### config.mk
export PLATFORM = sky130hd
export DESIGN_NAME = shifter_adc_filter
export DESIGN_NICKNAME = d
export VERILOG_FILES = /design/src/rtl/shifter_adc_pkg.sv /design/src/rtl/shifter_adc_hyst_cmp.sv /design/src/rtl/shifter_adc_filter.sv
export SDC_FILE = /design/constraint.sdc
export NUM_CORES = 1
export LEC_CHECK = 0
export CAP_MARGIN = 30
export CORE_ASPECT_RATIO = 0.8
export CORE_UTILIZATION = 50
export CTS_CLUSTER_DIAMETER = 120
export DETAILED_ROUTE_END_ITERATION = 10
export HOLD_SLACK_MARGIN = 0.15
export PLACE_DENSITY = 0.67
export SKIP_CTS_REPAIR_TIMING = 1
export SYNTH_ARGS = -nofsm -noshare
export SYNTH_HDL_FRONTEND = slang
export SYNTH_SLANG_ARGS = --single-unit
### constraint.sdc
create_clock -name clock_clk -period 4 [get_ports clock_clk]
set_input_delay 0.4 -clock clock_clk [delete_from_list [all_inputs] [get_ports clock_clk]]
set_output_delay 0.4 -clock clock_clk [all_outputs]
set_load 0.1 [all_outputs]
### src/rtl/shifter_adc_pkg.sv
// Shared constants and types for the shifter position ADC post-processor.
// Latency: n/a (declarations only).
// Backpressure: n/a.
package shifter_adc_pkg;

   // CSR word addresses
   localparam logic [6:0] ADDR_CTRL        = 7'h00;
   localparam logic [6:0] ADDR_NEW         = 7'h01;
   localparam logic [6:0] ADDR_IRQ_MASK    = 7'h02;
   localparam logic [6:0] ADDR_IRQ_STATUS  = 7'h03;
   localparam logic [6:0] ADDR_ABOVE       = 7'h04;
   localparam logic [6:0] ADDR_RESULT_BASE = 7'h10;
   localparam logic [6:0] ADDR_THR_BASE    = 7'h20;   // THR_HI at +2ch, THR_LO at +2ch+1

   // CTRL register bit positions
   localparam int CTRL_EN_BIT  = 0;
   localparam int CTRL_CLR_BIT = 1;

   // Default sample geometry; the accumulator is sized for the largest window
   localparam int SAMPLE_W     = 12;
   localparam int AVG_LOG2_MAX = 6;

   typedef logic [SAMPLE_W-1:0]              sample_t;
   typedef logic [SAMPLE_W+AVG_LOG2_MAX-1:0] acc_t;

endpackage

### src/rtl/shifter_adc_hyst_cmp.sv
// One channel's hysteresis comparator: tracks ABOVE and flags each toggle.
// Latency: toggle is combinational on upd; ABOVE updates on the same clock edge as RESULT.
// Backpressure: none; evaluates every completed average.
module shifter_adc_hyst_cmp #(
   parameter int DATA_W = 12
) (
   input  logic              clk,
   input  logic              rst,
   input  logic              clr,
   input  logic              upd,
   input  logic [DATA_W-1:0] avg,
   input  logic [DATA_W-1:0] thr_hi,
   input  logic [DATA_W-1:0] thr_lo,
   output logic              above,
   output logic              toggle
);

   // Strict comparisons: a result exactly on a threshold never toggles
   always_comb begin
      toggle = 1'b0;
      if (upd) begin
         toggle = above ? (avg < thr_lo) : (avg > thr_hi);
      end
   end

   // ABOVE state flips on each toggle; CLR returns it to below
   always_ff @(posedge clk) begin
      if (rst || clr) begin
         above <= 1'b0;
      end else if (toggle) begin
         above <= ~above;
      end
   end

endmodule

### src/rtl/shifter_adc_filter.sv
// Box-averages 2**AVG_LOG2 ADC samples per channel, exposes results via CSRs, raises a masked IRQ.
// Latency: average readable 1 cycle after the closing sample; CSR read data 1 cycle after csr_read; irq 1 cycle after status.
// Backpressure: none; one ADC sample per cycle always accepted, CSR access never stalls.
// Build option SHIFTER_ADC_HYST_EN: per-channel hysteresis comparators drive IRQ_STATUS instead of NEW.
module shifter_adc_filter
   import shifter_adc_pkg::*;
#(
   parameter int NUM_CH   = 8,
   parameter int DATA_W   = SAMPLE_W,
   parameter int CH_W     = 5,
   parameter int CH_BASE  = 1,
   parameter int AVG_LOG2 = 3
) (
   input  logic              clock_clk,
   input  logic              reset_sink_reset,
   input  logic              adc_response_valid,
   input  logic [CH_W-1:0]   adc_response_channel,
   input  logic [DATA_W-1:0] adc_response_data,
   input  logic [6:0]        csr_address,
   input  logic              csr_read,
   input  logic              csr_write,
   input  logic [31:0]       csr_writedata,
   output logic [31:0]       csr_readdata,
   output logic              irq
);

   localparam int ACC_W = DATA_W + AVG_LOG2;   // sum of a full window cannot overflow
   localparam int CNT_W = AVG_LOG2 + 1;        // extra bit keeps AVG_LOG2=0 legal
   localparam logic [CNT_W-1:0] CNT_LAST = CNT_W'((1 << AVG_LOG2) - 1);

   logic                           en;
   logic [NUM_CH-1:0]              new_flags;
   logic [NUM_CH-1:0]              irq_mask;
   logic [NUM_CH-1:0]              irq_status;
   logic [NUM_CH-1:0]              done;
   logic [NUM_CH-1:0]              sts_set;
   logic [NUM_CH-1:0]              above;
   logic [NUM_CH-1:0][DATA_W-1:0]  result;
`ifdef SHIFTER_ADC_HYST_EN
   logic [NUM_CH-1:0][DATA_W-1:0]  thr_hi_q;
   logic [NUM_CH-1:0][DATA_W-1:0]  thr_lo_q;
`endif
   int                             idx;
   logic                           accept;
   logic                           wr_ctrl;
   logic                           clr_pulse;
   logic                           wr_mask;
   logic [NUM_CH-1:0]              w1c_new;
   logic [NUM_CH-1:0]              w1c_sts;
   logic [31:0]                    rd_data;
   logic                           wdata_unused;

   assign wdata_unused = ^csr_writedata;

   // CSR write decode; CLR is a pulse and never stored
   always_comb begin
      wr_ctrl   = csr_write && (csr_address == ADDR_CTRL);
      clr_pulse = wr_ctrl && csr_writedata[CTRL_CLR_BIT];
      wr_mask   = csr_write && (csr_address == ADDR_IRQ_MASK);
      w1c_new   = '0;
      w1c_sts   = '0;
      if (csr_write && (csr_address == ADDR_NEW)) begin
         w1c_new = csr_writedata[NUM_CH-1:0];
      end
      if (csr_write && (csr_address == ADDR_IRQ_STATUS)) begin
         w1c_sts = csr_writedata[NUM_CH-1:0];
      end
   end

   // Map physical channel to internal index; drop disabled, out-of-range and CLR-cycle samples
   always_comb begin
      idx    = int'(adc_response_channel) - CH_BASE;
      accept = adc_response_valid && en && !clr_pulse && (idx >= 0) && (idx < NUM_CH);
   end

   for (genvar g = 0; g < NUM_CH; g++) begin : g_ch
      logic [ACC_W-1:0]  acc;
      logic [ACC_W-1:0]  sum;
      logic [CNT_W-1:0]  cnt;
      logic [DATA_W-1:0] res;
      logic [DATA_W-1:0] avg;
      logic              hit;

      assign hit       = accept && (idx == g);
      assign sum       = acc + ACC_W'(adc_response_data);
      assign avg       = DATA_W'(sum >> AVG_LOG2);
      assign done[g]   = hit && (cnt == CNT_LAST);
      assign result[g] = res;

      // Accumulate the window; the closing sample is folded into the published average
      always_ff @(posedge clock_clk) begin
         if (reset_sink_reset || clr_pulse) begin
            acc <= '0;
            cnt <= '0;
            res <= '0;
         end else if (hit) begin
            if (done[g]) begin
               acc <= '0;
               cnt <= '0;
               res <= avg;
            end else begin
               acc <= sum;
               cnt <= cnt + CNT_W'(1);
            end
         end
      end

`ifdef SHIFTER_ADC_HYST_EN
      logic [DATA_W-1:0] thr_hi;
      logic [DATA_W-1:0] thr_lo;

      // Threshold registers survive CLR; only reset clears them
      always_ff @(posedge clock_clk) begin
         if (reset_sink_reset) begin
            thr_hi <= '0;
            thr_lo <= '0;
         end else if (csr_write) begin
            if (csr_address == 7'(ADDR_THR_BASE + 2 * g)) thr_hi <= csr_writedata[DATA_W-1:0];
            if (csr_address == 7'(ADDR_THR_BASE + 2 * g + 1)) thr_lo <= csr_writedata[DATA_W-1:0];
         end
      end

      assign thr_hi_q[g] = thr_hi;
      assign thr_lo_q[g] = thr_lo;

      shifter_adc_hyst_cmp #(
         .DATA_W (DATA_W)
      ) u_hyst_cmp (
         .clk    (clock_clk),
         .rst    (reset_sink_reset),
         .clr    (clr_pulse),
         .upd    (done[g]),
         .avg    (avg),
         .thr_hi (thr_hi),
         .thr_lo (thr_lo),
         .above  (above[g]),
         .toggle (sts_set[g])
      );
`endif
   end

`ifndef SHIFTER_ADC_HYST_EN
   // Without comparators every new average is an interrupt source
   assign above   = '0;
   assign sts_set = done;
`endif

   // Control, flag and mask registers; a set in the same cycle as W1C wins
   always_ff @(posedge clock_clk) begin
      if (reset_sink_reset) begin
         en         <= 1'b0;
         new_flags  <= '0;
         irq_status <= '0;
         irq_mask   <= '0;
      end else begin
         if (wr_ctrl) en <= csr_writedata[CTRL_EN_BIT];
         if (wr_mask) irq_mask <= csr_writedata[NUM_CH-1:0];
         if (clr_pulse) begin
            new_flags  <= '0;
            irq_status <= '0;
         end else begin
            new_flags  <= (new_flags & ~w1c_new) | done;
            irq_status <= (irq_status & ~w1c_sts) | sts_set;
         end
      end
   end

   // Registered interrupt level from the visible status and mask
   always_ff @(posedge clock_clk) begin
      if (reset_sink_reset) begin
         irq <= 1'b0;
      end else begin
         irq <= |(irq_status & irq_mask);
      end
   end

   // Read mux; unmapped addresses return zero
   always_comb begin
      rd_data = '0;
      case (csr_address)
         ADDR_CTRL:       rd_data[CTRL_EN_BIT] = en;
         ADDR_NEW:        rd_data[NUM_CH-1:0]  = new_flags;
         ADDR_IRQ_MASK:   rd_data[NUM_CH-1:0]  = irq_mask;
         ADDR_IRQ_STATUS: rd_data[NUM_CH-1:0]  = irq_status;
         ADDR_ABOVE:      rd_data[NUM_CH-1:0]  = above;
         default:         ;
      endcase
      for (int i = 0; i < NUM_CH; i++) begin
         if (csr_address == 7'(ADDR_RESULT_BASE + i)) rd_data[DATA_W-1:0] = result[i];
`ifdef SHIFTER_ADC_HYST_EN
         if (csr_address == 7'(ADDR_THR_BASE + 2 * i)) rd_data[DATA_W-1:0] = thr_hi_q[i];
         if (csr_address == 7'(ADDR_THR_BASE + 2 * i + 1)) rd_data[DATA_W-1:0] = thr_lo_q[i];
`endif
      end
   end

   // Read data captured on csr_read and held otherwise
   always_ff @(posedge clock_clk) begin
      if (reset_sink_reset) begin
         csr_readdata <= '0;
      end else if (csr_read) begin
         csr_readdata <= rd_data;
      end
   end

endmodule

==> results of run 1 <==
[per-layer routing]
metal | routed length [um] | vias to the layer above
met4 | 1290 | 0
met5 | 0 | -
met2 | 21000 | 521
met3 | 3440 | 78
li1 | - | 7042
met1 | 22600 | 6975
[cell usage after synthesis, drive strengths merged (33+ instances only)]
cell	count
a21oi	141
a22o	67
a22oi	48
buf	59
clkbuf	47
dfxtp	286
ha	104
nand2	196
nand3	89
nor2	157
nor3	58
o21ai	77
xnor2	71
xor2	33
[flip-flops by register name, indices dropped and copies added, names as in the netlist]
name,flops
irq,1
g_ch.cnt,32
g_ch.res,96
csr_readdata,12
irq_status,8
g_ch.acc,120
new_flags,8
en,1
irq_mask,8
[worst min-delay path, cell delays in order]
cell and delay (ns):
buf_2 0.13, nor2_2 0.09, nand3_1 0.10, mux2i_1 0.07, nor2_1 0.07
[cells by family (layout without fill, tap and decap cells)]
| logic type | count (synthesis) | after routing | share of synthesized area (%) |
|---|---|---|---|
| muxes | 53 | 53 | 3.91 |
| xor gates and xnor gates | 104 | 104 | 5.59 |
| AOI/OAI and AO/OA | 550 | 550 | 23.3 |
| buffers and inverters | 137 | 186 | 3.96 |
| adders and majority gates | 112 | 112 | 8.97 |
| other | 1 | 20 | 0.0230 |
| DFF | 286 | 286 | 35.2 |
| and+or+nand+nor | 645 | 645 | 19.1 |
[power groups by stage]
stage               combinational [mW]  clock (mW)  sequential, mW
floorplan                        0.341           0            2.94
global placement                 0.531           0            2.92
detailed placement               0.539           0            2.92
CTS                              0.542        3.52            2.86
global route                     0.584        3.65            2.85
finish                           0.551        3.49            2.86
[area by class of cell]
class                      count  area [um^2]
clock inverter                18          383
tap                          420          526
clock buffer                  38          862
timing repair buffer          99          906
sequential                   286         5730
fill                        2775        13200
multi-input combinational   1484        10000
inverter                      31          116
[how the worst min path moves through the flow]
stage,slack [ns],start,depth (start not counted),to
final,0.36,csr_address[0],5,en
after CTS,0.34,csr_address[0],5,en
after global routing,0.36,csr_address[0],5,en
after detailed placement,0.45,new_flags[6],2,new_flags[6]
after floorplan,0.42,g_ch[6].res[6],2,g_ch[6].res[6]
after global placement,0.44,g_ch[4].res[6],2,g_ch[4].res[6]
==> metrics.csv, run 1 <==
metric,value,unit
DR pass1 iterations,8,
Synth async-reset ratio,0,%
Max Freq,0.317,GHz
TNS Setup,0,ns
Starting Density,51.4,%
RSZ-0062 raised after global routing,no,
grt total ovfl,0,
ANT cells,0,
Top Usage Layer GRT,met2,
dpl cells,2319,
vias per inst,6.15,
WP buf/inv,2,
CP endpoint kind,flip-flop,
outcome,"complete, no violations",
Clock Pin Slew Worst Setup and Hold Paths,0.06,ns
sequential fraction of the synthesis area,35.2,%
drt initial violations,1361,
CTS tree,built,
synth warn,0,
Tcrit/Tclk final,78.8,%
Switching Fraction,24.0,%
CORE AREA,31700,um^2
worst reg2reg path startpoint,en,
nets,2106,
max incr delay on CP,0.87,ns
final WL,48300,um
R2R cell count,7,
met3 usage,4.07,%
largest fanout on the critical path,7,
#FFs+latches synth,286,
htree depth,1,
Worst Setup SP,adc_response_data[0],
Clock Sinks,286,
Setup crit end,g_ch[5].res[11],
total track usage,28.7,%
Max Root-Sink Buffers,3,
pwr dens,373,nW/um^2
"Primary FF master, synth",dfxtp_1,
number of global-route vias before repair,13400,
largest net degree at the start of global routing,62,
worst-margin pin slew,0.995,ns
WS Path Type,input port to flip-flop,
share of power burned in registers,41.4,%
critical path's top delay family,buffers and inverters,
total power draw,6.90,mW
pre-CTS setup slack,0.326,ns
"Cell Count, Final, Fillers Out",2376,
critical path startpoint category,input port,
r2r setup slk,1.29,ns
CP Cell Sequence,"clkdlybuf4s50_1, ha_1, inv_1, fa_1, nand2b_1, a21oi_1, o41ai_1, o21a_1, or4b_2, nand3_1",
layout cell share with drive strength beyond 1,8.95,%
"Hold Vio Cnt, Final",0,
via count,14600,
most frequent cells in the layout,"286 x dfxtp_1, 195 x nand2_1, 154 x nor2_1",
Die Span Y,163,um
Syn Area/Cell,8.63,um^2
Gate power share,8.0,%
initial antenna violation count,0,
I/O pins,94,
Worst Path Arrival,3.66,ns
clock period minus worst slack,3.15,ns
Critical R2R Capture,g_ch[0].res[10],
Final Instance Area,18500,um^2
Unique masters post-synth,84,
GR Util met1,40.9,%
dpl cell area,17300,um^2
HP Class,input port to flip-flop,
CTS Buf Count,31,
I/O Buffers,49,
area grow syn2layout,13.7,%
Max Cap Viol,0,
routing usage on met2,44.9,%
Post-Route Utilization,58.4,%
final setup violation count,0,
largest vdd supply drop,0.000296,V
post-route ant nets,0,
Crit. path cell count,10,
count of final max-slew check failures,0,
switching power,1.66,mW
slowest CP cell,clkdlybuf4s50_1,
Post-Synthesis Cells,1888,
internal power,5.24,mW
"most common cell after layout, fill and taps aside",dfxtp_1,
Post-synth EDFFs,0,
post-synthesis cell area,16300,um^2
Die X,204,um
Rows,58,
"Req. time, crit path",4.51,ns
DP Wirelength,34400,um
Final WS setup,0.848,ns
DR WL/cell,20.3,um
Synth area leaders,"dfxtp_1 35%, ha_1 8.0%, nand2_1 4.5%, a21oi_1 4.3%, xnor2_1 3.8%",
clk_lat worst skew,0.57,ns
DRC violations left,0,
final hold slack,0.355,ns
first-pass GRT wire length,74900,um
clock group share of total power,50.6,%
routability cong.,0.920,
top cell type's share of synthesized area,35.2,%
Root Driver,clkbuf_16,
total die area,33300,um^2
post-synth top area cell,dfxtp_1,
Lkg Pwr,7.45,nW
Worst Skew,0.0159,ns
Max-slew headroom,33.5,%
Power figures use the tool's default switching activity.
==> inputs of run 2 (changes only) <==
- clock period: 4 -> 3.3 ns (I/O delays scaled with it)
==> run 2 against run 1 <==
Global-route usage grew 0.47 points. Via count grew 1.8%. Largest cell class unchanged. Wire length grew 1.9%.
==> metrics.csv, run 2 (same netlist as run 1, synthesis figures left out) <==
metric,value,unit
largest vdd supply drop,0.000444,V
Clock Pin Slew Worst Setup and Hold Paths,0.06,ns
htree depth,1,
max reg flops,120,
number of global-route vias before repair,13600,
grt total ovfl,0,
total track usage,29.2,%
ANT cells,0,
RSZ-0062 raised after global routing,no,
Die X,204,um
Starting Density,51.4,%
dpl cells,2366,
area grow syn2layout,15.3,%
WS Path Type,input port to flip-flop,
final setup violation count,0,
Filler cells,2811,
CTS tree,built,
clk_lat worst skew,0.57,ns
Largest regs,"g_ch.acc (120), g_ch.res (96), g_ch.cnt (32)",
critical path startpoint category,input port,
clock period minus worst slack,2.77,ns
Clock Sinks,286,
final WL,49200,um
Max Cap Viol,0,
post-route ant nets,0,
largest fanout on the critical path,4,
Max Root-Sink Buffers,3,
DR WL/cell,20.3,um
I/O pins,94,
Max Freq,0.361,GHz
first-pass GRT wire length,76200,um
Final Instance Area,18800,um^2
routability cong.,0.992,
Lkg Pwr,7.63,nW
Tcrit/Tclk final,84.0,%
max incr delay on CP,0.69,ns
worst reg2reg path startpoint,g_ch[5].acc[0],
Post-Route Utilization,59.2,%
pwr dens,420,nW/um^2
count of final max-slew check failures,0,
DRC violations left,0,
I/O Buffers,49,
Root Driver,clkbuf_16,
Worst Path Arrival,3.21,ns
outcome,"complete, no violations",
DP Wirelength,35700,um
Rows,58,
total power draw,7.88,mW
DR pass1 iterations,5,
total die area,33300,um^2
"Hold Vio Cnt, Final",0,
"Req. time, crit path",3.74,ns
CTS Buf Count,30,
hold path startpoint,csr_address[0],
worst-margin pin slew,1.05,ns
slowest CP cell,clkdlybuf4s50_1,
Max-slew headroom,30.2,%
drt initial violations,1340,
Worst Setup SP,adc_response_data[0],
vias per inst,6.14,
dpl cell area,17700,um^2
HP Class,input port to flip-flop,
CP endpoint kind,flip-flop,
"Cell Count, Final, Fillers Out",2422,
CP Cell Sequence,"clkdlybuf4s50_1, buf_4, ha_1, fa_1, a211oi_1, o21ai_0, nand3_1, a2111oi_0, buf_4, xnor2_1, o21ai_0",
CORE AREA,31700,um^2
"most common cell after layout, fill and taps aside",dfxtp_1,
most frequent cells in the layout,"286 x dfxtp_1, 195 x nand2_1, 154 x nor2_1",
layout cell share with drive strength beyond 1,11.0,%
Worst Skew,0.0153,ns
via count,14900,
nets,2151,
Biggest register,g_ch.acc,
initial antenna violation count,0,
r2r setup slk,0.79,ns
Die Span Y,163,um
largest net degree at the start of global routing,43,
## run 2: final cells by class
cell class | count | area, um^2 | share of cell area (%)
multi-input cells | 1484 | 10000 | 53.3
flip-flops and latches | 286 | 5730 | 30.5
repair buffers | 145 | 1320 | 7.03
clock buffers | 36 | 835 | 4.45
well taps | 420 | 526 | 2.80
clock inverters | 20 | 248 | 1.32
inverters | 31 | 116 | 0.620
## run 2: path summary, 6_finish.rpt
path | to | cells past startpoint
worst max-delay path | g_ch[0].res[11] | 11
worst min-delay path | en | 6
worst max register to register | g_ch[5].res[11] | 9
worst min register to register | g_ch[7].acc[4] | 2
## run 2: routing by layer
| metal | GRT usage, % | routed length, um | vias up |
|---|---|---|---|
| li1 | - | - | 7152 |
| met1 | 41.4 | 23000 | 7082 |
| met2 | 44.8 | 21000 | 547 |
| met3 | 4.19 | 3460 | 91 |
| met4 | 10.4 | 1770 | 0 |
| met5 | 0 | 0 | - |
## run 2: report_power, final
part           switching, mW  internal (mW)  total, mW
Sequential           0.00566           3.46       3.46
Combinational          0.485          0.208      0.693
Clock                   1.52           2.20       3.72
## run 2: per-stage QoR
stage	worst slack, ns	hold WS [ns]	setup TNS (ns)
final	0.528	0.391	0
after floorplan	0.913	0.402	0
after global routing	0.385	0.420	0
after detailed placement	-0.0398	0.448	-0.0751
after global placement	-0.0462	0.437	-0.0994
after CTS	0.542	0.361	0
## run 2: critical path: cells and delay by family
| kind | cells | cell delay [ns] |
|---|---|---|
| xor+xnor | 1 | 0.10 |
| buf+inv | 3 | 1.13 |
| fa+ha+maj | 2 | 0.47 |
| simple gates | 1 | 0.17 |
| compound gates | 4 | 0.99 |
==> inputs of run 3 (changes only) <==
- PLACE_DENSITY: 0.67 -> 0.69
- clock period: 3.3 -> 2.4 ns (I/O delays scaled with it)
==> run 3 against run 2 <==
Via count increased by 8.3%. Flip-flop and latch count unchanged. Worst setup slack got worse by 0.48 ns. Hold slack got worse by 0.23 ns. Cell area increased by 12%. Clock-buffer cell count increased by 2. Core utilization increased by 7.1 points. Critical path depth decreased by 5. Register-to-register slack got worse by 0.74 ns. Critical path type is now flip-flop to flip-flop. Critical endpoint is now g_ch[5].acc[14].
==> metrics.csv, run 3 (same netlist as run 1, synthesis figures left out) <==
metric,value,unit
DRC violations left,0,
Worst Skew,0.00907,ns
max reg flops,120,
Lkg Pwr,9.06,nW
dpl cells,2629,
clk_lat worst skew,0.58,ns
"Hold Vio Cnt, Final",0,
internal power,8.12,mW
initial antenna violation count,0,
Max-slew headroom,57.6,%
Post-Route Utilization,66.3,%
final hold slack,0.161,ns
CORE AREA,31700,um^2
clock group share of total power,45.7,%
area grow syn2layout,29.1,%
Switching Fraction,25.5,%
Worst Path Arrival,2.85,ns
largest net degree at the start of global routing,43,
htree depth,1,
Root Driver,clkbuf_16,
dpl cell area,19800,um^2
critical path startpoint category,flip-flop,
Max Freq,0.425,GHz
nets,2420,
ANT cells,0,
Clock Pin Slew Worst Setup and Hold Paths,0.06,ns
worst-margin pin slew,0.631,ns
final WL,53800,um
clock period minus worst slack,2.35,ns
Gate power share,10.7,%
HP Class,input port to flip-flop,
outcome,"complete, no violations",
total track usage,31.9,%
pre-CTS setup slack,-0.678,ns
via count,16100,
final setup violation count,0,
Final Instance Area,21000,um^2
I/O pins,94,
DR WL/cell,20.0,um
Biggest register,g_ch.acc,
post-route ant nets,0,
routability cong.,0.990,
switching power,2.78,mW
Tcrit/Tclk final,98.0,%
CP endpoint kind,flip-flop,
layout cell share with drive strength beyond 1,22.9,%
Final WS setup,0.0484,ns
Rows,58,
drt initial violations,1574,
count of final max-slew check failures,0,
Die Span Y,163,um
vias per inst,5.99,
"Cell Count, Final, Fillers Out",2688,
"most common cell after layout, fill and taps aside",buf_4,
Max Cap Viol,0,
CTS tree,built,
Largest regs,"g_ch.acc (120), g_ch.res (96), g_ch.cnt (32)",
DR pass1 iterations,5,
largest vdd supply drop,0.000397,V
first-pass GRT wire length,82900,um
DP Wirelength,40700,um
most frequent cells in the layout,"354 x buf_4, 285 x dfxtp_1, 195 x nand2_1",
CTS Buf Count,30,
I/O Buffers,49,
share of power burned in registers,43.7,%
Max Root-Sink Buffers,3,
Clock Sinks,286,
total die area,33300,um^2
largest fanout on the critical path,22,
WS Path Type,flip-flop to flip-flop,
"Req. time, crit path",2.90,ns
Die X,204,um
pwr dens,519,nW/um^2
Starting Density,51.4,%
grt total ovfl,0,
number of global-route vias before repair,15000,
## run 3: changes by cell type in the layout (fill, tap and decap cells not counted), moves of 4 or more
cell | before | now
clkinvlp_4 | 3 | 7
clkinv_2 | 8 | 3
buf_4 | 87 | 354
o21ai_1 | 0 | 4
clkdlybuf4s50_1 | 48 | 34
a211oi_2 | 0 | 5
buf_12 | 9 | 23
o21ai_0 | 77 | 73
a211oi_1 | 19 | 14
## run 3: power groups by stage
stage	Sequential (mW)	Clock [mW]	Combinational, mW
after floorplan	4.90	0	0.568
after global placement	4.87	0	1.11
after detailed placement	4.87	0	1.13
after CTS	4.76	5.01	1.13
after global routing	4.76	5.21	1.22
final	4.76	4.98	1.16
## run 3: through the flow
step / power (mW) / TNS [ns]
3_5_place_dp: 6.00 / -57.84
6_report: 10.9 / 0
3_3_place_gp: 5.98 / -51.13
5_1_grt: 11.2 / -0.0495
4_1_cts: 10.9 / -0.531
2_1_floorplan: 5.47 / 0
## run 3: cell type report
class	instances	area, um^2
Clock buffer	38	852
Clock inverter	15	196
Fill cell	2561	10700
Inverter	31	116
Multi-Input combinational cell	1484	10100
Sequential cell	286	5730
Tap cell	420	526
Timing Repair Buffer	414	3490
## run 3: worst max-delay path, cell delays in order (launching register included)
cell and delay, ns:
dfxtp_1 0.46, and4bb_2 0.36, nand3_1 0.11, nand2b_1 0.32
buf_4 0.31, or4_1 0.53, a21boi_0 0.18
## run 3: path summary, 6_finish.rpt
kind                  start  cells past startpoint              end  slack [ns]
max reg2reg              en                      6  g_ch[5].acc[14]        0.05
min          csr_address[0]                      5               en        0.16
max                      en                      6  g_ch[5].acc[14]        0.05
min reg2reg  g_ch[4].acc[0]                      2   g_ch[4].acc[0]        0.46
## run 3: routing by layer
metal	wire length, um	vias up	GRT usage [%]	part of all wire (%)
li1	-	7692	-	-
met1	24000	7632	44.8	45
met2	23000	677	48.4	43
met3	4790	109	6.38	8.9
met4	1990	0	11.3	3.7
met5	0	-	0	0
